`config.mk`:
```
export PLATFORM = sky130hd
export DESIGN_NAME = float_addsub_pipe_flat
export DESIGN_NICKNAME = d
export VERILOG_FILES = /design/src/rtl/float_pkg.sv /design/src/rtl/float_addsub_pipe_if.sv /design/src/rtl/float_lzc.sv /design/src/rtl/float_addsub_pipe.sv /design/src/flat_wrapper.sv
export SDC_FILE = /design/constraint.sdc
export NUM_CORES = 1
export LEC_CHECK = 0
export CELL_PAD_IN_SITES_DETAIL_PLACEMENT = 0
export CELL_PAD_IN_SITES_GLOBAL_PLACEMENT = 1
export CORE_MARGIN = 3
export CORE_UTILIZATION = 46
export CTS_CLUSTER_SIZE = 12
export DETAILED_ROUTE_END_ITERATION = 8
export PLACE_DENSITY = 0.8
export SLEW_MARGIN = 10
export SYNTH_ARGS = -nofsm -noshare
export SYNTH_HDL_FRONTEND = slang
export SYNTH_HIERARCHICAL = 1
export SYNTH_SLANG_ARGS = --single-unit
```
`constraint.sdc`:
```
create_clock -name clk -period 10.75 [get_ports clk]
set_clock_uncertainty 0.15 [all_clocks]
set_input_delay 2.15 -clock clk [delete_from_list [all_inputs] [get_ports clk]]
set_output_delay 2.15 -clock clk [all_outputs]
set_load 0.005 [all_outputs]
```
`src/rtl/float_pkg.sv`:
```
// Shared widths, canonical special encodings and operand shapes for the float functional units.
package float_pkg;

    localparam int FLOAT_EXP_WIDTH  = 8;
    localparam int FLOAT_MANT_WIDTH = 23;
    localparam int FLOAT_WIDTH      = 1 + FLOAT_EXP_WIDTH + FLOAT_MANT_WIDTH;

    localparam logic [FLOAT_WIDTH-1:0] FLOAT_QNAN =
        {1'b0, {FLOAT_EXP_WIDTH{1'b1}}, 1'b1, {(FLOAT_MANT_WIDTH-1){1'b0}}};
    localparam logic [FLOAT_WIDTH-1:0] FLOAT_POS_INF =
        {1'b0, {FLOAT_EXP_WIDTH{1'b1}}, {FLOAT_MANT_WIDTH{1'b0}}};
    localparam logic [FLOAT_WIDTH-1:0] FLOAT_NEG_INF =
        {1'b1, {FLOAT_EXP_WIDTH{1'b1}}, {FLOAT_MANT_WIDTH{1'b0}}};

    typedef struct packed {
        logic                        sign;
        logic [FLOAT_EXP_WIDTH-1:0]  exp;
        logic [FLOAT_MANT_WIDTH-1:0] mant;
    } float_t;

    typedef enum logic [1:0] {
        SPECIAL_NONE,
        SPECIAL_NAN,
        SPECIAL_INF
    } special_e;

endpackage

```
`src/rtl/float_addsub_pipe_if.sv`:
```
// Issue/result bundle of the pipelined float adder/subtractor.
interface float_addsub_pipe_if #(
    parameter int float_exp_width  = float_pkg::FLOAT_EXP_WIDTH,
    parameter int float_mant_width = float_pkg::FLOAT_MANT_WIDTH,
    parameter int tag_width        = 5
);
    localparam int FLOAT_W = 1 + float_exp_width + float_mant_width;

    logic                 req;
    logic                 sub;
    logic [FLOAT_W-1:0]   a;
    logic [FLOAT_W-1:0]   b;
    logic [tag_width-1:0] tag_in;
    logic [FLOAT_W-1:0]   out;
    logic                 ack;
    logic [tag_width-1:0] tag_out;

    modport master (output req, sub, a, b, tag_in, input out, ack, tag_out);
    modport slave  (input req, sub, a, b, tag_in, output out, ack, tag_out);
endinterface

```
`src/rtl/float_lzc.sv`:
```
// Leading-zero counter for the normalise stage; an all-zero input is flagged on 'zero'.
module float_lzc
    import float_pkg::*;
#(
    parameter int  WIDTH = FLOAT_MANT_WIDTH + 4,
    localparam int CW    = $clog2(WIDTH)
) (
    input  logic [WIDTH-1:0] value,
    output logic [CW-1:0]    count,
    output logic             zero
);

    // Scanning upwards lets the highest set bit win the final assignment.
    always_comb begin
        count = '0;
        for (int i = 0; i < WIDTH; i++) begin
            if (value[i]) count = CW'(WIDTH - 1 - i);
        end
    end

    assign zero = ~|value;

endmodule

```
`src/rtl/float_addsub_pipe.sv`:
```
// Three-stage float add/sub (align, add, normalise) behind an input register; fixed latency 3.
// Define FLOAT_ADDSUB_ROUND_EN for guard/round/sticky and round-to-nearest-even instead of truncation.
module float_addsub_pipe
    import float_pkg::*;
#(
    parameter int float_exp_width  = FLOAT_EXP_WIDTH,
    parameter int float_mant_width = FLOAT_MANT_WIDTH,
    parameter int tag_width        = 5
) (
    input logic                clk,
    input logic                rst,
    float_addsub_pipe_if.slave bus
);

    localparam int E  = float_exp_width;
    localparam int M  = float_mant_width;
    localparam int W  = 1 + E + M;
`ifdef FLOAT_ADDSUB_ROUND_EN
    localparam int NG = 3;
`else
    localparam int NG = 2;
`endif
    localparam int MW = M + 2 + NG;
    localparam int CW = $clog2(MW);
    localparam int XW = E + 2;

    localparam logic [E-1:0]  EXP_MAX   = {E{1'b1}};
    localparam logic [E-1:0]  FAR_SHIFT = E'(M + 3);
    localparam logic [W-1:0]  QNAN      = {1'b0, {E{1'b1}}, 1'b1, {(M-1){1'b0}}};

    logic                 s0_valid;
    logic [W-1:0]         s0_a, s0_b;
    logic [tag_width-1:0] s0_tag;

    // b's sign is flipped here so later stages only ever see an addition of signed operands.
    always_ff @(posedge clk or posedge rst) begin
        if (rst) begin
            s0_valid <= 1'b0;
            s0_a     <= '0;
            s0_b     <= '0;
            s0_tag   <= '0;
        end else begin
            s0_valid <= bus.req;
            if (bus.req) begin
                s0_a   <= bus.a;
                s0_b   <= {bus.b[W-1] ^ bus.sub, bus.b[W-2:0]};
                s0_tag <= bus.tag_in;
            end
        end
    end

    logic         sa, sb;
    logic [E-1:0] ea, eb;
    logic [M-1:0] ma, mb, ma_f, mb_f;
    logic         a_zero, b_zero, a_nan, b_nan, a_inf, b_inf, a_ge_b;

    assign {sa, ea, ma} = s0_a;
    assign {sb, eb, mb} = s0_b;
    assign a_zero = (ea == '0);
    assign b_zero = (eb == '0);
    assign a_nan  = (ea == EXP_MAX) && (ma != '0);
    assign b_nan  = (eb == EXP_MAX) && (mb != '0);
    assign a_inf  = (ea == EXP_MAX) && (ma == '0);
    assign b_inf  = (eb == EXP_MAX) && (mb == '0);
    assign ma_f   = a_zero ? '0 : ma;
    assign mb_f   = b_zero ? '0 : mb;
    assign a_ge_b = {ea, ma_f} >= {eb, mb_f};

    logic          big_sign;
    logic [E-1:0]  big_exp, small_exp, exp_diff;
    logic [MW-1:0] big_vec, small_vec, shifted, aligned;
    special_e      special;
    logic          out_sign;

    // Swap so the larger magnitude is always the minuend, then align the smaller one to it.
    always_comb begin
        if (a_ge_b) begin
            big_sign  = sa;
            big_exp   = ea;
            big_vec   = {1'b0, ~a_zero, ma_f, {NG{1'b0}}};
            small_exp = eb;
            small_vec = {1'b0, ~b_zero, mb_f, {NG{1'b0}}};
        end else begin
            big_sign  = sb;
            big_exp   = eb;
            big_vec   = {1'b0, ~b_zero, mb_f, {NG{1'b0}}};
            small_exp = ea;
            small_vec = {1'b0, ~a_zero, ma_f, {NG{1'b0}}};
        end
        exp_diff = big_exp - small_exp;
        shifted  = small_vec >> exp_diff;
        aligned  = (exp_diff >= FAR_SHIFT) ? '0 : shifted;
`ifdef FLOAT_ADDSUB_ROUND_EN
        if (exp_diff >= FAR_SHIFT) aligned[0] = (small_vec != '0);
        else                       aligned[0] = shifted[0] | ((shifted << exp_diff) != small_vec);
`endif
        if (a_nan || b_nan || (a_inf && b_inf && (sa != sb))) special = SPECIAL_NAN;
        else if (a_inf || b_inf)                              special = SPECIAL_INF;
        else                                                  special = SPECIAL_NONE;
        out_sign = (special == SPECIAL_INF) ? (a_inf ? sa : sb) : big_sign;
    end

    logic                 s1_valid, s1_sign, s1_subtract;
    logic [E-1:0]         s1_exp;
    logic [MW-1:0]        s1_big, s1_small;
    special_e             s1_special;
    logic [tag_width-1:0] s1_tag;

    always_ff @(posedge clk or posedge rst) begin
        if (rst) begin
            s1_valid    <= 1'b0;
            s1_sign     <= 1'b0;
            s1_subtract <= 1'b0;
            s1_exp      <= '0;
            s1_big      <= '0;
            s1_small    <= '0;
            s1_special  <= SPECIAL_NONE;
            s1_tag      <= '0;
        end else begin
            s1_valid    <= s0_valid;
            s1_sign     <= out_sign;
            s1_subtract <= (sa != sb);
            s1_exp      <= big_exp;
            s1_big      <= big_vec;
            s1_small    <= aligned;
            s1_special  <= special;
            s1_tag      <= s0_tag;
        end
    end

    logic                 s2_valid, s2_sign;
    logic [E-1:0]         s2_exp;
    logic [MW-1:0]        s2_sum;
    special_e             s2_special;
    logic [tag_width-1:0] s2_tag;

    // The swap guarantees big >= small, so the subtraction never wraps.
    always_ff @(posedge clk or posedge rst) begin
        if (rst) begin
            s2_valid   <= 1'b0;
            s2_sign    <= 1'b0;
            s2_exp     <= '0;
            s2_sum     <= '0;
            s2_special <= SPECIAL_NONE;
            s2_tag     <= '0;
        end else begin
            s2_valid   <= s1_valid;
            s2_sign    <= s1_sign;
            s2_exp     <= s1_exp;
            s2_sum     <= s1_subtract ? (s1_big - s1_small) : (s1_big + s1_small);
            s2_special <= s1_special;
            s2_tag     <= s1_tag;
        end
    end

    logic [CW-1:0] lz;
    logic          lz_zero, carry, mant_zero;

    // Counting on the sum shifted up by one gives the shift that lands the leading one on the hidden bit.
    float_lzc #(.WIDTH(MW)) u_lzc (
        .value ({s2_sum[MW-2:0], 1'b0}),
        .count (lz),
        .zero  (lz_zero)
    );

    assign carry     = s2_sum[MW-1];
    assign mant_zero = ~carry & lz_zero;

    logic [MW-1:0] norm;
    logic [XW-1:0] exp_n, exp_f;
    logic [M-1:0]  mant_f;
    logic [W-1:0]  result;
    logic          unused_bits;
`ifdef FLOAT_ADDSUB_ROUND_EN
    logic          round_up;
    logic [M+1:0]  rmant;
`endif

    // Exponents are held XW bits wide so an underflow shows up as a set top bit.
    always_comb begin
        if (carry) begin
            norm  = s2_sum >> 1;
            exp_n = {2'b00, s2_exp} + XW'(1);
        end else begin
            norm  = s2_sum << lz;
            exp_n = {2'b00, s2_exp} - XW'(lz);
        end
`ifdef FLOAT_ADDSUB_ROUND_EN
        norm[0]  = norm[0] | s2_sum[0];
        round_up = norm[NG-1] & (norm[NG-2] | norm[NG-3] | norm[NG]);
        rmant    = {1'b0, norm[MW-2:NG]} + {{(M+1){1'b0}}, round_up};
        if (rmant[M+1]) begin
            exp_f  = exp_n + XW'(1);
            mant_f = '0;
        end else begin
            exp_f  = exp_n;
            mant_f = rmant[M-1:0];
        end
`else
        exp_f  = exp_n;
        mant_f = norm[MW-3:NG];
`endif
        if (s2_special == SPECIAL_NAN)                           result = QNAN;
        else if (s2_special == SPECIAL_INF)                      result = {s2_sign, EXP_MAX, {M{1'b0}}};
        else if (mant_zero)                                      result = '0;
        else if (exp_n[XW-1] || (exp_n == '0))                   result = {s2_sign, {(W-1){1'b0}}};
        else if (exp_f[XW-2:0] >= {1'b0, EXP_MAX})               result = {s2_sign, EXP_MAX, {M{1'b0}}};
        else                                                     result = {s2_sign, exp_f[E-1:0], mant_f};
    end

`ifdef FLOAT_ADDSUB_ROUND_EN
    assign unused_bits = ^{norm[MW-1], rmant[M]};
`else
    assign unused_bits = ^{norm[MW-1:MW-2], norm[NG-1:0]};
`endif

    always_ff @(posedge clk or posedge rst) begin
        if (rst) begin
            bus.ack     <= 1'b0;
            bus.out     <= '0;
            bus.tag_out <= '0;
        end else begin
            bus.ack     <= s2_valid;
            bus.out     <= s2_valid ? result : '0;
            bus.tag_out <= s2_valid ? s2_tag : '0;
        end
    end

endmodule

```
`src/flat_wrapper.sv`:
```
// flat-port wrapper written by rule: the top's interface ports become plain ports
module float_addsub_pipe_flat import float_pkg::*;
#(
    parameter int float_exp_width  = FLOAT_EXP_WIDTH,
    parameter int float_mant_width = FLOAT_MANT_WIDTH,
    parameter int tag_width        = 5
)
  (clk, rst, bus_req, bus_sub, bus_a, bus_b, bus_tag_in, bus_out, bus_ack, bus_tag_out);
  float_addsub_pipe_if #(.float_exp_width(float_exp_width), .float_mant_width(float_mant_width), .tag_width(tag_width)) bus_i ();
  input logic clk;
  input logic rst;
  input wire logic [$bits(bus_i.req)-1:0] bus_req;
  input wire logic [$bits(bus_i.sub)-1:0] bus_sub;
  input wire logic [$bits(bus_i.a)-1:0] bus_a;
  input wire logic [$bits(bus_i.b)-1:0] bus_b;
  input wire logic [$bits(bus_i.tag_in)-1:0] bus_tag_in;
  output wire logic [$bits(bus_i.out)-1:0] bus_out;
  output wire logic [$bits(bus_i.ack)-1:0] bus_ack;
  output wire logic [$bits(bus_i.tag_out)-1:0] bus_tag_out;
  assign bus_i.req = bus_req;
  assign bus_i.sub = bus_sub;
  assign bus_i.a = bus_a;
  assign bus_i.b = bus_b;
  assign bus_i.tag_in = bus_tag_in;
  assign bus_out = bus_i.out;
  assign bus_ack = bus_i.ack;
  assign bus_tag_out = bus_i.tag_out;
  float_addsub_pipe #(.float_exp_width(float_exp_width), .float_mant_width(float_mant_width), .tag_width(tag_width)) u_core (.clk(clk), .rst(rst), .bus(bus_i));
endmodule
```
* Yosys cells after proc, flatten, opt, wreduce, memory -nomap -nowiden
Index checks and enable logic that the tools add are counted.
** Storage, ports and cells
- Bits in registers :: 223
- Output and inout port bits :: 38
** Operators by class
- Equal/unequal tests :: 6
- Shift-type cells :: 2
- Bitwise gates (word level) :: 5
- $lt $le $gt $ge :: 3
- Reductions and logical operators :: 19
- Add/subtract/negate cells :: 5
- Mux-type cells :: 48
** Operators by type and width (count)
- two-way mux 5 bit :: 27
- two-way mux 32 bit :: 4
- two-way mux 31 bit :: 2
- two-way mux 27 bit :: 2
- two-way mux 26 bit :: 2
- logical NOT 23 bit :: 2
- two-way mux 23 bit :: 2
- nonzero test 23 bit :: 2
- greater-or-equal comparator 31 bit :: 1
- adder 26 x 27 -> 27 bit :: 1
- << shifter 27 x 5 -> 25 bit :: 1
- >> shifter 26 x 8 -> 27 bit :: 1
- subtractor 26 x 27 -> 27 bit :: 1
- OR reduction 26 bit :: 1
- two-way mux 25 bit :: 1
- equality test 8 bit, second input constant :: 2
- logical NOT 8 bit :: 2
- two-way mux 8 bit :: 2
- logical NOT 10 bit :: 1
- two-way mux 10 bit :: 1
- adder 8 x 1 -> 9 bit, second input constant :: 1
- greater-or-equal comparator 9 x 8 -> 1 bit, second input constant :: 1
- subtractor 8 x 5 -> 9 bit :: 1
- greater-or-equal comparator 8 x 5 -> 1 bit, second input constant :: 1
- other kinds (12) :: 26

* Logic depth before layout (Yosys ltp)
Gate-level depths: netlist of the first run.
- Depth after elaboration :: 35
- Mapped depth :: 28
- Depth with buffers taken out :: 21

* Cells and area by module
Netlist of the first run, hierarchy kept.
** Modules (own cells, without submodules)
- float_addsub_pipe :: times used 1, seq. area each 5505.3 sq um, cells an instance 1431, area an instance 13862.0 sq um
- float_lzc :: times used 1, seq. area each 0.0 sq um, cells an instance 57, area an instance 322.8 sq um

* Worst setup path before layout of the first run
OpenSTA, ideal clock, no wires.
- Kind :: reg2reg
- Start point :: register u_core.s0_b[23]
- End point :: register u_core.s1_small[2]
- Data arrival time :: 5.731 ns
- Slack :: 4.733 ns
- Setup time :: 0.136 ns
- Required time :: 10.464 ns
- Stages on the path, launching flop included :: 29
- Cells stage by stage :: dfrtp_1 nor4_1 nand2_1 clkbuf_1 buf_1 nand2_1 inv_1 ha_1 nand2b_1 a2111oi_0 o32ai_1 o211a_1 buf_6 nor2_4 buf_6 buf_2 clkbuf_1 nor2_1 a22oi_1 ha_1 clkbuf_1 inv_2 clkbuf_1 nor2_1 o21ai_0 o311ai_0 mux4_1 a32oi_1 a21oi_1
** On the way
- Word-level cells in the longest chain between the ends :: 7
- Elaborated cells on any way between the ends :: 11
- Those cells by class :: add/sub: 1; order compare: 2; shift: 1; mux: 5; bitwise: 1; reduce/logical: 1
** Ends and longest elaborated chain
- start, declared :: RTL line float_addsub_pipe.sv:32 : logic [W-1:0] s0_a, s0_b;
- start signal, assigned :: RTL line float_addsub_pipe.sv:46 : s0_b <= {bus.b[W-1] ^ bus.sub, bus.b[W-2:0]};
- logical NOT 8 bit :: RTL line float_addsub_pipe.sv:60 : assign b_zero = (eb == '0);
- two-way mux 23 bit :: RTL line float_addsub_pipe.sv:66 : assign mb_f = b_zero ? '0 : mb;
- greater-or-equal comparator 31 bit :: RTL line float_addsub_pipe.sv:67 : assign a_ge_b = {ea, ma_f} >= {eb, mb_f};
- two-way mux 8 bit :: RTL line float_addsub_pipe.sv:77 : if (a_ge_b) begin
- subtractor 8 bit :: RTL line float_addsub_pipe.sv:90 : exp_diff = big_exp - small_exp;
- >> shifter 26 x 8 -> 27 bit or greater-or-equal comparator 8 x 5 -> 1 bit (tied branches) :: RTL line float_addsub_pipe.sv:91, float_addsub_pipe.sv:92
- two-way mux 27 bit * :: RTL line float_addsub_pipe.sv:92 : aligned = (exp_diff >= FAR_SHIFT) ? '0 : shifted;
- named net u_core.aligned[2] :: RTL line float_addsub_pipe.sv:71 : logic [MW-1:0] big_vec, small_vec, shifted, aligned;
- end signal, assigned :: RTL line float_addsub_pipe.sv:125 : s1_small <= aligned;
- end, declared :: RTL line float_addsub_pipe.sv:105 : logic [MW-1:0] s1_big, s1_small;
The timed path passes the listed nets; every way through them passes the cells marked *.
A chain may end at the register's enable or synchronous reset.

* Final worst setup path of the first run
- Start point :: register u_core.s0_a[23]
- End point :: register u_core.s1_small[2]
** On the way
- Word-level cells in the longest chain between the ends :: 7
- Elaborated cells on any way between the ends :: 11
- Those cells by class :: add/sub: 1; order compare: 2; shift: 1; mux: 5; bitwise: 1; reduce/logical: 1
** Ends and longest elaborated chain
- start, declared :: RTL line float_addsub_pipe.sv:32
- start signal, assigned :: RTL line float_addsub_pipe.sv:45 : s0_a <= bus.a;
- logical NOT 8 bit :: RTL line float_addsub_pipe.sv:59 : assign a_zero = (ea == '0);
- two-way mux 23 bit :: RTL line float_addsub_pipe.sv:65 : assign ma_f = a_zero ? '0 : ma;
- greater-or-equal comparator 31 bit :: RTL line float_addsub_pipe.sv:67
- two-way mux 8 bit :: RTL line float_addsub_pipe.sv:77
- subtractor 8 bit :: RTL line float_addsub_pipe.sv:90
- >> shifter 26 x 8 -> 27 bit or greater-or-equal comparator 8 x 5 -> 1 bit (tied branches) :: RTL line float_addsub_pipe.sv:91, float_addsub_pipe.sv:92
- two-way mux 27 bit * :: RTL line float_addsub_pipe.sv:92
- named net u_core.aligned[2] :: RTL line float_addsub_pipe.sv:71
Marked as above.

==> qor.yml, run 1 <==
outcome:
  outcome: "finished clean"
cells_and_area:
  multi_input_area_mm2: 0.00803
  fin_nets: 1700
  fin_cells: 1969
  nFillCells: 2744
  syn2layout_area_growth_pct: 15.6
  layout.area.seq_mm2: 0.00551
  antennaDiodeCount: 0
  drive_above_1_share_pct: 12.2
  design_area_mm2: 0.0164
min_path:
  hold_path.class: "reg2reg"
  hold_depth: 0
clocking:
  cts_resized: 0
  cts_tree: "done"
  holdBufCountCts: 0
  cts_made_buffers: 26
  clk_latency_ns: 0.54
  worst_setup_hold_path_clk_slew_ns: 0.06
  clock_path_buffers: 3
  post_cts_buffers: 0
  cts_sinks: 220
  cts-root-buf: "clkbuf_16"
  htree_levels: 1
logic_synthesis:
  synthDistinctLibCells: 84
  synth_fa_ha_area_share_pct: 5.70
  synth_area_leaders: "dfrtp_1, mux2_2, ha_1"
  async_reset_ff_share_pct: 100
  yosysMostFrequentCell: "dfrtp_1"
  ys_warn_count: 6
  netlist.area_leader.share_pct: 38.8
  synthTopCellsByCount: "dfrtp_1, nand2_1, nor2_1"
  yosys.area_share.simple_pct: 16.1
  yosys_most_used_dff: "dfrtp_1"
  syn_inst: 1488
  syn_avg_cell_area_um2: 9.53
  synth-seq-cells: 220
  synth_top_area_cell: "dfrtp_1"
  synth_compound_area_share_pct: 15.4
  synth_top_family_by_area: "simple AND/OR/NAND/NOR gates"
  syn_area_mm2: 0.0142
  synth_xor_area_share_pct: 3.90
  synth_seq_area_share_pct: 38.8
  synthMuxAreaShare_pct: 15.4
  synth_edf_count: 0
floorplanning:
  core-area_mm2: 0.0300
  start_util_pct: 47.2
  io_pins: 111
  die_height_um: 182
  die_x_um: 182
  core.rowCount: 63
  die_area_mm2: 0.0330
routing:
  drtIter0Drc: 691
  dr_total_vias: 11400
  postRouteAntennaNets: 0
  drt_first_pass_iters: 5
  route.detailed.drc: 0
  avgRoutedWirePerCell_um: 18.9
  routed_via_density: 5.78
  drt_wl_total_mm: 37.3
setup_path:
  critPathBufInv: 5
  r2r-start: "u_core/s0_a[23]$_DFFE_PP0P_"
  crit_fanout: 82
  cp.required_ns: 11.00
  cp-startpoint: "u_core/s0_a[23]$_DFFE_PP0P_"
  timing.rr.end: "u_core/s1_small[2]$_DFF_PP0_"
  arrival_ns: 7.05
  slowest_stage: "buf_4"
  cp_top_family: "compound AO/OA/AOI/OAI gates"
  r2r_setup_slack_ns: 3.95
  cp.depth: 23
  crit_path_end_kind: "flip-flop"
  max_stage_delay_ns: 0.64
  crit_end: "u_core/s1_small[2]$_DFF_PP0_"
  critPathKind: "reg2reg"
  crit_top_cell: "buf_4"
  worst_setup_path_start_kind: "flip-flop"
  crit_chain: "nor4_1 > nand2_1 > buf_4 > nand2_1 > inv_1 > ha_1 > a211oi_1 > o21ai_0 > a211oi_1 > o21ai_1 > nor2_4 > buf_4 > nor2_1 > a22oi_1 > ha_1 > buf_4 > inv_2 > nor2_1 > o21ai_0 > o311ai_0 > mux4_1 > a32oi_1 > a21oi_1"
  r2r_cells: 23
grt:
  grt-ovfl-total: 0
  antenna_found_initial: 3
  grt_max_degree: 83
  grt_pass1_wl_mm: 60.3
  grt_use_total_pct: 22.2
  grt_pass1_vias: 11100
sta:
  worstMarginPinSlew_ns: 1.04
  fin_crit_sh_pct: 63.2
  fmax_mhz: 147
  hold_viol: 0
  rsz0062_at_grt: "no"
  drv_slew: 0
  setup_viol: 0
  layout_setup_ws_ns: 3.95
  slew_headroom_pct: 30.5
  period_needed_ns: 6.80
  worst_hold_slack_ns: 0.196
  tns_ns: 0
power_and_ir_drop:
  comb_power_share_pct: 58.6
  leakage_nw: 7.06
  switching_share_pct: 43.0
  power_density_mw_per_mm2: 310
  seqPwrFrac_pct: 24.5
  p_switching_w: 0.00219
  ir_drop_mv: 0.156
  power_frac_clock_pct: 17.0
  intPower_w: 0.00290
placement:
  dp_worst_setup_slack_ns: 3.96
  placed_cell_area_mm2: 0.0156
  place_hpwl_mm: 28.3
  io_buffer_count: 110
  place.gp.congestion: 0.938
  dp_cells: 1925
job:
  maxCapViolCount: 0
-- through the flow --
step                total power, W  util, %
finish                     0.00508     54.6
global route               0.00550     54.6
CTS                        0.00510     54.6
detailed placement         0.00421     51.8
global placement           0.00419     51.8
floorplan                  0.00348        -
-- worst register-to-register path, cell delays in order (launching register included) --
cell and delay [ns]:
dfrtp_1 0.46, nor4_1 0.45, nand2_1 0.12, buf_4 0.24, nand2_1 0.19, inv_1 0.06, ha_1 0.30, a211oi_1 0.21
o21ai_0 0.12, a211oi_1 0.34, o21ai_1 0.41, nor2_4 0.22, buf_4 0.64, nor2_1 0.09, a22oi_1 0.22, ha_1 0.26
buf_4 0.24, inv_2 0.42, nor2_1 0.10, o21ai_0 0.15, o311ai_0 0.27, mux4_1 0.63, a32oi_1 0.25, a21oi_1 0.11
-- per-layer routing --
metal | vias up | global-route usage, % | wire (um)
met4 | 0 | 6.03 | 1030
met2 | 314 | 36.7 | 17600
li1 | 5524 | - | -
met1 | 5480 | 31.3 | 16800
met5 | - | 0 | 0
met3 | 66 | 2.34 | 1780
-- area by class of cell --
cell class              count  area share, %
multi-input cells        1108           49.0
flip-flops and latches    220           33.6
repair buffers            127           7.46
clock buffers              36           4.51
well taps                 390           2.98
inverters                  80           1.88
clock inverters             8          0.588
-- cells in the final DEF, fill, tap and decap left out, types with 7 or more instances in the layout --
cell,n
ha_1,63
nor2b_1,20
a21o_1,14
inv_1,78
o211ai_1,9
nor4_1,27
nand4_1,13
o21a_1,13
clkdlybuf4s50_1,109
o21ai_0,78
clkbuf_16,27
xnor2_1,48
mux2i_1,53
and2_1,13
mux4_2,34
nor3_1,36
nor2_1,117
a31oi_1,17
mux2_2,74
a22oi_1,14
a21oi_1,94
o31ai_1,10
xor2_1,12
dfrtp_1,220
nand3_1,52
a2111oi_0,7
a211oi_1,22
buf_4,17
nand2b_1,18
and3_1,9
nand2_1,145
-- sequential cells by signal, indices dropped and copies added, names as in the netlist, 5 cells and up --
| name | cells |
|---|---|
| u_core/bus.out | 32 |
| u_core/s0_a | 32 |
| u_core/s0_b | 32 |
| u_core/s2_sum | 27 |
| u_core/s1_small | 26 |
| u_core/s1_big | 24 |
| u_core/s1_exp | 8 |
| u_core/s2_exp | 8 |
| u_core/bus.tag_out | 5 |
| u_core/s0_tag | 5 |
| u_core/s1_tag | 5 |
| u_core/s2_tag | 5 |
-- worst min path at each step --
stage / start / to / slack [ns]
floorplan: u_core/s0_valid$_DFF_PP0_ / u_core/s1_valid$_DFF_PP0_ / 0.18
global placement: u_core/s1_exp[5]$_DFF_PP0_ / u_core/s2_exp[5]$_DFF_PP0_ / 0.18
detailed placement: u_core/s1_tag[0]$_DFF_PP0_ / u_core/s2_tag[0]$_DFF_PP0_ / 0.18
CTS: u_core/s1_tag[0]$_DFF_PP0_ / u_core/s2_tag[0]$_DFF_PP0_ / 0.20
global route: u_core/s1_tag[0]$_DFF_PP0_ / u_core/s2_tag[0]$_DFF_PP0_ / 0.20
finish: u_core/s1_tag[0]$_DFF_PP0_ / u_core/s2_tag[0]$_DFF_PP0_ / 0.20
-- power groups by stage --
stage | Clock (W) | Sequential (W) | Combinational, W
2_1_floorplan | 0 | 0.00118 | 0.00230
3_3_place_gp | 0 | 0.00126 | 0.00293
3_5_place_dp | 0 | 0.00126 | 0.00296
4_1_cts | 0.000886 | 0.00124 | 0.00297
5_1_grt | 0.000918 | 0.00127 | 0.00332
6_report | 0.000862 | 0.00124 | 0.00298
-- logic make-up after synthesis --
family,after synthesis
and+or+nand+nor,479
buffers and inverters,161
xor gates and xnor gates,61
DFF,220
adders and majority gates,64
muxes,164
AOI/OAI and AO/OA,338
other,1
No activity file was read; power rests on OpenSTA's default activity.
==> run 2: changes to the inputs <==
Settings changed: CORE_UTILIZATION 46 to 42, PLACE_DENSITY 0.8 to 0.76.
Clock period 10.75 ns to 6.24 ns, I/O delays scaled along.
==> run 2 against run 1 <==
  * Power up 73%
  * Maximum frequency grew 18%
  * Combinational power is 76% higher
  * Clock power grew 65%
  * Sequential share of layout area decreased by 0.33 points
  * Hold slack got worse by 0.0042 ns
  * Setup slack worse by 3.5 ns
  * Register-to-register slack got worse by 3.5 ns
  * Final cell count grew 3.4%
  * Wire length up 4.2%
  * Via count rose by 1.7%
  * Critical endpoint is now u_core/s1_small[4]$_DFF_PP0_
  * Largest cell class unchanged
  * Largest power group unchanged
==> qor.yml, run 2 (synthesized netlist as in run 1, its figures left out) <==
floorplanning:
  io_pins: 111  # unchanged
  start_util_pct: 43.1  # -4.2 points
  core.rowCount: 66  # +4.8%
  core-area_mm2: 0.0329  # +9.7%
  die_area_mm2: 0.0360  # +9.2%
  die_height_um: 190  # +4.5%
  die_x_um: 190  # +4.5%
power_and_ir_drop:
  power_density_mw_per_mm2: 532  # +71%
  intPower_w: 0.00498  # +72%
  ir_drop_mv: 0.234  # +50%
  power_frac_clock_pct: 16.2  # -0.8 points
  leakage_nw: 7.10  # +0.64%
  switching_share_pct: 43.4  # +0.39 points
  p_switching_w: 0.00382  # +75%
  seqPwrFrac_pct: 24.4  # about the same
  comb_power_share_pct: 59.4  # +0.8 points
  total_power_w: 0.00880  # +73%
routing:
  route.detailed.drc: 0  # unchanged
  drtIter0Drc: 873  # +26%
  postRouteAntennaNets: 0  # unchanged
  avgRoutedWirePerCell_um: 19.1  # +0.78%
  dr_total_vias: 11600  # +1.7%
  drt_first_pass_iters: 5  # unchanged
  routed_via_density: 5.69  # -1.6%
  drt_wl_total_mm: 38.8  # +4.2%
outcome:
  outcome: "finished clean"
sta:
  slew_headroom_pct: 42.1  # +12 points
  fin_crit_sh_pct: 92.0  # +29 points
  hold_viol: 0  # unchanged
  rsz0062_at_grt: "no"
  setup_viol: 0  # unchanged
  worstMarginPinSlew_ns: 0.869  # -0.167 ns
  layout_setup_ws_ns: 0.499  # -3.45 ns
  drv_slew: 0  # unchanged
  tns_ns: 0  # unchanged
  period_needed_ns: 5.74  # -1.06 ns
  fmax_mhz: 174  # +18%
setup_path:
  crit_path_end_kind: "flip-flop"
  arrival_ns: 5.97  # -1.08 ns
  critPathKind: "reg2reg"
  critPathBufInv: 3  # -2
  slowest_stage: "or4_4"
  worst_setup_path_start_kind: "flip-flop"
  crit_chain: "nor4_1 > nand2_1 > buf_4 > nand2_1 > inv_1 > ha_1 > and4_1 > nand3_1 > o32ai_1 > o211a_1 > nor2_4 > nor2_1 > a22oi_1 > ha_1 > or4_4 > o31ai_4 > xor2_4 > buf_4 > mux2_2 > a22oi_1 > a21oi_1"
  max_stage_delay_ns: 0.56  # -0.08 ns
  cp.required_ns: 6.47  # -4.53 ns
  crit_fanout: 31  # -62%
  cp_top_family: "simple AND/OR/NAND/NOR gates"
cells_and_area:
  final_common_cell: "dfrtp_1"
  syn2layout_area_growth_pct: 16.7
  final_cell_mix: "dfrtp_1, nand2_1, nor2_1, clkdlybuf4s50_1, a21oi_1"
  top_regs: "u_core/bus.out x32, u_core/s0_a x32, u_core/s0_b x32"
  design_area_mm2: 0.0166  # +1.0%
  fin_nets: 1713  # +0.76%
  fin_cells: 2035  # +3.4%
  drive_above_1_share_pct: 12.9  # +0.78 points
clocking:
  clk_latency_ns: 0.52  # -0.02 ns
  cts_sinks: 220  # unchanged
  cts-root-buf: "clkbuf_16"
  holdBufCountCts: 0  # unchanged
  cts_made_buffers: 25  # -3.8%
  htree_levels: 1  # unchanged
  cts_tree: "done"
  clock_path_buffers: 3  # unchanged
  worst_setup_hold_path_clk_slew_ns: 0.06  # about the same
grt:
  antenna_found_initial: 1  # -2
  grt_pass1_vias: 11400  # +2.0%
  grt_max_degree: 117  # +41%
  grt_use_total_pct: 21.4  # -0.84 points
  grt_pass1_wl_mm: 62.3  # +3.2%
  grt-ovfl-total: 0  # unchanged
min_path:
  hold_path.class: "reg2reg"
placement:
  place.gp.congestion: 0.892  # -4.9%
  placed_cell_area_mm2: 0.0158  # +1.2%
  dp_worst_setup_slack_ns: 0.314  # -3.65 ns
  io_buffer_count: 110  # unchanged
  place_hpwl_mm: 29.9  # +5.9%
  dp_cells: 1991  # +3.4%
job:
  maxCapViolCount: 0  # unchanged
-- run 2: changes by cell type in the layout (fill, tap and decap cells not counted), moves of 2 or more --
cell        delta
buf_4         +12
buf_12         +2
clkbuf_16      -2
inv_8          -2
clkinvlp_4     +3
-- run 2: per-layer routing --
layer | up-vias | global-route usage (%) | part of all wire [%]
met5 | - | 0 | 0.036
met4 | 2 | 4.83 | 2.4
met3 | 60 | 2.65 | 4.1
met2 | 276 | 35.9 | 48
met1 | 5689 | 29.8 | 46
li1 | 5552 | - | -
-- run 2: layout make-up --
type / count / area, um2
Multi-Input combinational cell: 1108 / 8040
Antenna cell: 1 / 2.50
Fill cell: 3094 / 16400
Clock buffer: 35 / 703
Timing Repair Buffer: 141 / 1350
Clock inverter: 8 / 95.1
Inverter: 80 / 304
Sequential cell: 220 / 5510
Tap cell: 442 / 553
-- run 2: metrics by stage --
step / hold slack (ns) / utilization [%]
CTS: 0.194 / 50.2
detailed placement: 0.185 / 47.8
global route: 0.202 / 50.3
floorplan: 0.181 / -
global placement: 0.182 / 47.8
finish: 0.192 / 50.3
-- run 2: path summary, 6_finish.rpt --
path                                                   from                      endpoint  slack, ns  cells after the start
worst min-delay path             u_core/s1_tag[1]$_DFF_PP0_    u_core/s2_tag[1]$_DFF_PP0_       0.19                      0
worst min register to register   u_core/s1_tag[1]$_DFF_PP0_    u_core/s2_tag[1]$_DFF_PP0_       0.19                      0
worst max-delay path            u_core/s0_a[24]$_DFFE_PP0P_  u_core/s1_small[4]$_DFF_PP0_       0.50                     21
worst max register to register  u_core/s0_a[24]$_DFFE_PP0P_  u_core/s1_small[4]$_DFF_PP0_       0.50                     21
min in group asynchronous                               rst   u_core/bus.out[0]$_DFF_PP0_       1.09                      3
max in group asynchronous                               rst   u_core/s0_b[11]$_DFFE_PP0P_       3.62                      4
-- run 2: worst reg2reg max path, cell delays in order, from the launching register on --
cell and delay [ns]:
dfrtp_1 0.47, nor4_1 0.40, nand2_1 0.12, buf_4 0.24
nand2_1 0.18, inv_1 0.06, ha_1 0.31, and4_1 0.26
nand3_1 0.08, o32ai_1 0.39, o211a_1 0.51, nor2_4 0.10
nor2_1 0.11, a22oi_1 0.09, ha_1 0.24, or4_4 0.56
o31ai_4 0.11, xor2_4 0.15, buf_4 0.36, mux2_2 0.42
a22oi_1 0.19, a21oi_1 0.10
-- run 2: power groups by stage --
stage	Sequential, W	Clock, W	Combinational [W]
finish	0.00215	0.00142	0.00523
global route	0.00218	0.00153	0.00581
CTS	0.00214	0.00147	0.00523
detailed placement	0.00216	0	0.00520
global placement	0.00216	0	0.00518
floorplan	0.00203	0	0.00397
-- run 2: timing repair --
item,in CTS,in global routing
setup buffers,0,0
endpoints found under the setup margin,0,9
gates resized for setup,0,3
==> run 3: changes to the inputs <==
Settings changed: SETUP_SLACK_MARGIN from default to 0.4.
==> run 3 against run 2 <==
  * Setup slack better by 0.26 ns
  * Hold slack better by 0.0043 ns
  * Register-to-register slack better by 0.26 ns
  * Combinational power hardly changed
  * Critical endpoint is now u_core/s1_small[0]$_DFF_PP0_
==> qor.yml, run 3 (synthesized netlist as in run 1, its figures left out) <==
grt:
  use_met3_pct: 2.40  # -0.26 points
  grt_max_degree: 100  # -15%
  grt_pass1_wl_mm: 61.4  # -1.4%
  grt_use_total_pct: 21.1  # -0.33 points
  grt_pass1_vias: 11200  # -1.4%
  busiest_layer: "met2"
  grt-ovfl-total: 0  # unchanged
  met1_usage_pct: 29.9  # +0.10 points
  grtUsageMet2_pct: 34.2  # -1.7 points
  antenna_found_initial: 1  # unchanged
floorplanning:
  die_x_um: 190  # unchanged
  die_height_um: 190  # unchanged
  io_pins: 111  # unchanged
  die_area_mm2: 0.0360  # unchanged
  start_util_pct: 43.1  # unchanged
  core.rowCount: 66  # unchanged
  core-area_mm2: 0.0329  # unchanged
clocking:
  cts_sinks: 220  # unchanged
  cts_tree: "done"
  cts_made_buffers: 25  # unchanged
  cts_resized: 0  # unchanged
  htree_levels: 1  # unchanged
  clock_path_buffers: 3  # unchanged
  holdBufCountCts: 0  # unchanged
  clk_latency_ns: 0.52  # about the same
  worst_setup_hold_path_clk_slew_ns: 0.06  # about the same
  cts-root-buf: "clkbuf_16"
  post_cts_buffers: 0  # unchanged
routing:
  avgRoutedWirePerCell_um: 18.8  # -1.2%
  drt_first_pass_iters: 5  # unchanged
  dr_total_vias: 11500  # -0.72%
  routed_via_density: 5.65  # -0.62%
  route.detailed.drc: 0  # unchanged
  postRouteAntennaNets: 0  # unchanged
  drtIter0Drc: 813  # -6.9%
  drt_wl_total_mm: 38.3  # -1.3%
min_path:
  hold_start: "u_core/s1_exp[6]$_DFF_PP0_"
  hold_path.class: "reg2reg"
sta:
  fin_crit_sh_pct: 87.9  # -4.1 points
  period_needed_ns: 5.48  # -0.256 ns
  drv_slew: 0  # unchanged
  tns_ns: 0  # unchanged
  setup_viol: 0  # unchanged
  hold_viol: 0  # unchanged
  slew_headroom_pct: 34.5  # -7.6 points
  rsz0062_at_grt: "no"
  worstMarginPinSlew_ns: 0.980  # +0.111 ns
  fmax_mhz: 182  # +4.7%
setup_path:
  cp.required_ns: 6.55  # +0.08 ns
  r2r-start: "u_core/s0_a[24]$_DFFE_PP0P_"
  critPathKind: "reg2reg"
  crit_fanout: 24  # -23%
  cp-startpoint: "u_core/s0_a[24]$_DFFE_PP0P_"
  crit_path_end_kind: "flip-flop"
  arrival_ns: 5.79  # -0.18 ns
  worst_setup_path_start_kind: "flip-flop"
cells_and_area:
  drive_above_1_share_pct: 12.9  # about the same
  final_util_pct: 50.2  # about the same
  final_cell_mix: "dfrtp_1, nand2_1, nor2_1, clkdlybuf4s50_1, a21oi_1"
  fin_nets: 1712  # -0.058%
  final_common_cell: "dfrtp_1"
  syn2layout_area_growth_pct: 16.6  # about the same
  antennaDiodeCount: 0  # -1
  top_regs: "u_core/bus.out x32, u_core/s0_a x32, u_core/s0_b x32"
power_and_ir_drop:
  ir_drop_mv: 0.268  # +15%
  total_power_w: 0.00878  # -0.21%
  power_density_mw_per_mm2: 531  # -0.12%
  leakage_nw: 7.09  # -0.15%
job:
  maxCapViolCount: 0  # unchanged
placement:
  place.gp.congestion: 0.901  # +0.99%
  io_buffer_count: 110  # unchanged
  place_hpwl_mm: 29.5  # -1.5%
outcome:
  outcome: "finished clean"
==> run 3: cell types whose count changed in the layout (fill, tap and decap cells not counted), sizes merged <==
cell,delta
diode,-1
buf,-1
clkinvlp,-1
clkinv,+1
==> run 3: path summary, 6_finish.rpt <==
| check | endpoint | slack (ns) | cells after the start |
|---|---|---|---|
| max reg2reg | u_core/s1_small[0]$_DFF_PP0_ | 0.76 | 21 |
| min reg2reg | u_core/s2_exp[6]$_DFF_PP0_ | 0.20 | 0 |
| min | u_core/s2_exp[6]$_DFF_PP0_ | 0.20 | 0 |
| max | u_core/s1_small[0]$_DFF_PP0_ | 0.76 | 21 |
| min in group asynchronous | u_core/bus.out[4]$_DFF_PP0_ | 1.05 | 3 |
| max in group asynchronous | u_core/s0_a[14]$_DFFE_PP0P_ | 3.64 | 4 |
==> run 3: area by class of cell <==
class | count | area, um2
inverter | 80 | 304
sequential | 220 | 5510
fill | 3072 | 16400
clock inverter | 8 | 96.3
tap | 442 | 553
clock buffer | 35 | 693
timing repair buffer | 140 | 1340
multi-input combinational | 1108 | 8060
==> run 3: where the power goes <==
group          switching (W)  internal [W]  leakage (nW)
Clock               0.000561      0.000852         0.386
Sequential          0.000361       0.00179          2.71
Combinational        0.00289       0.00233          4.00
==> run 3: critical path: stages (launching register included) <==
cell	delay [ns]
dfrtp_1	0.47
nor4_2	0.33
nand2_1	0.11
buf_4	0.23
nand2_1	0.17
inv_1	0.06
ha_1	0.32
a21oi_1	0.15
nand2_1	0.07
a221o_1	0.38
o211a_1	0.28
nor2_4	0.22
nor2_1	0.07
a22oi_1	0.20
ha_1	0.28
inv_2	0.23
buf_6	0.23
mux4_2	0.57
mux2i_1	0.24
mux2i_1	0.16
a221oi_2	0.32
o21ba_1	0.14
==> run 3: layer usage <==
metal	wire length, um	up-vias	share of wire [%]
li1	-	5541	-
met1	17700	5548	46
met2	17800	338	46
met3	1690	69	4.4
met4	1200	0	3.1
met5	0	-	0
==> run 3: per-stage QoR <==
step / hold WS (ns) / instance area, um2 / setup WS, ns / cells
2_1_floorplan: 0.181 / 14200 / 0.431 / 1489
3_3_place_gp: 0.182 / 15700 / 0.665 / 1990
3_5_place_dp: 0.185 / 15700 / 0.635 / 1990
4_1_cts: 0.198 / 16500 / 0.601 / 2033
5_1_grt: 0.203 / 16500 / 0.453 / 2033
6_report: 0.196 / 16500 / 0.755 / 2033
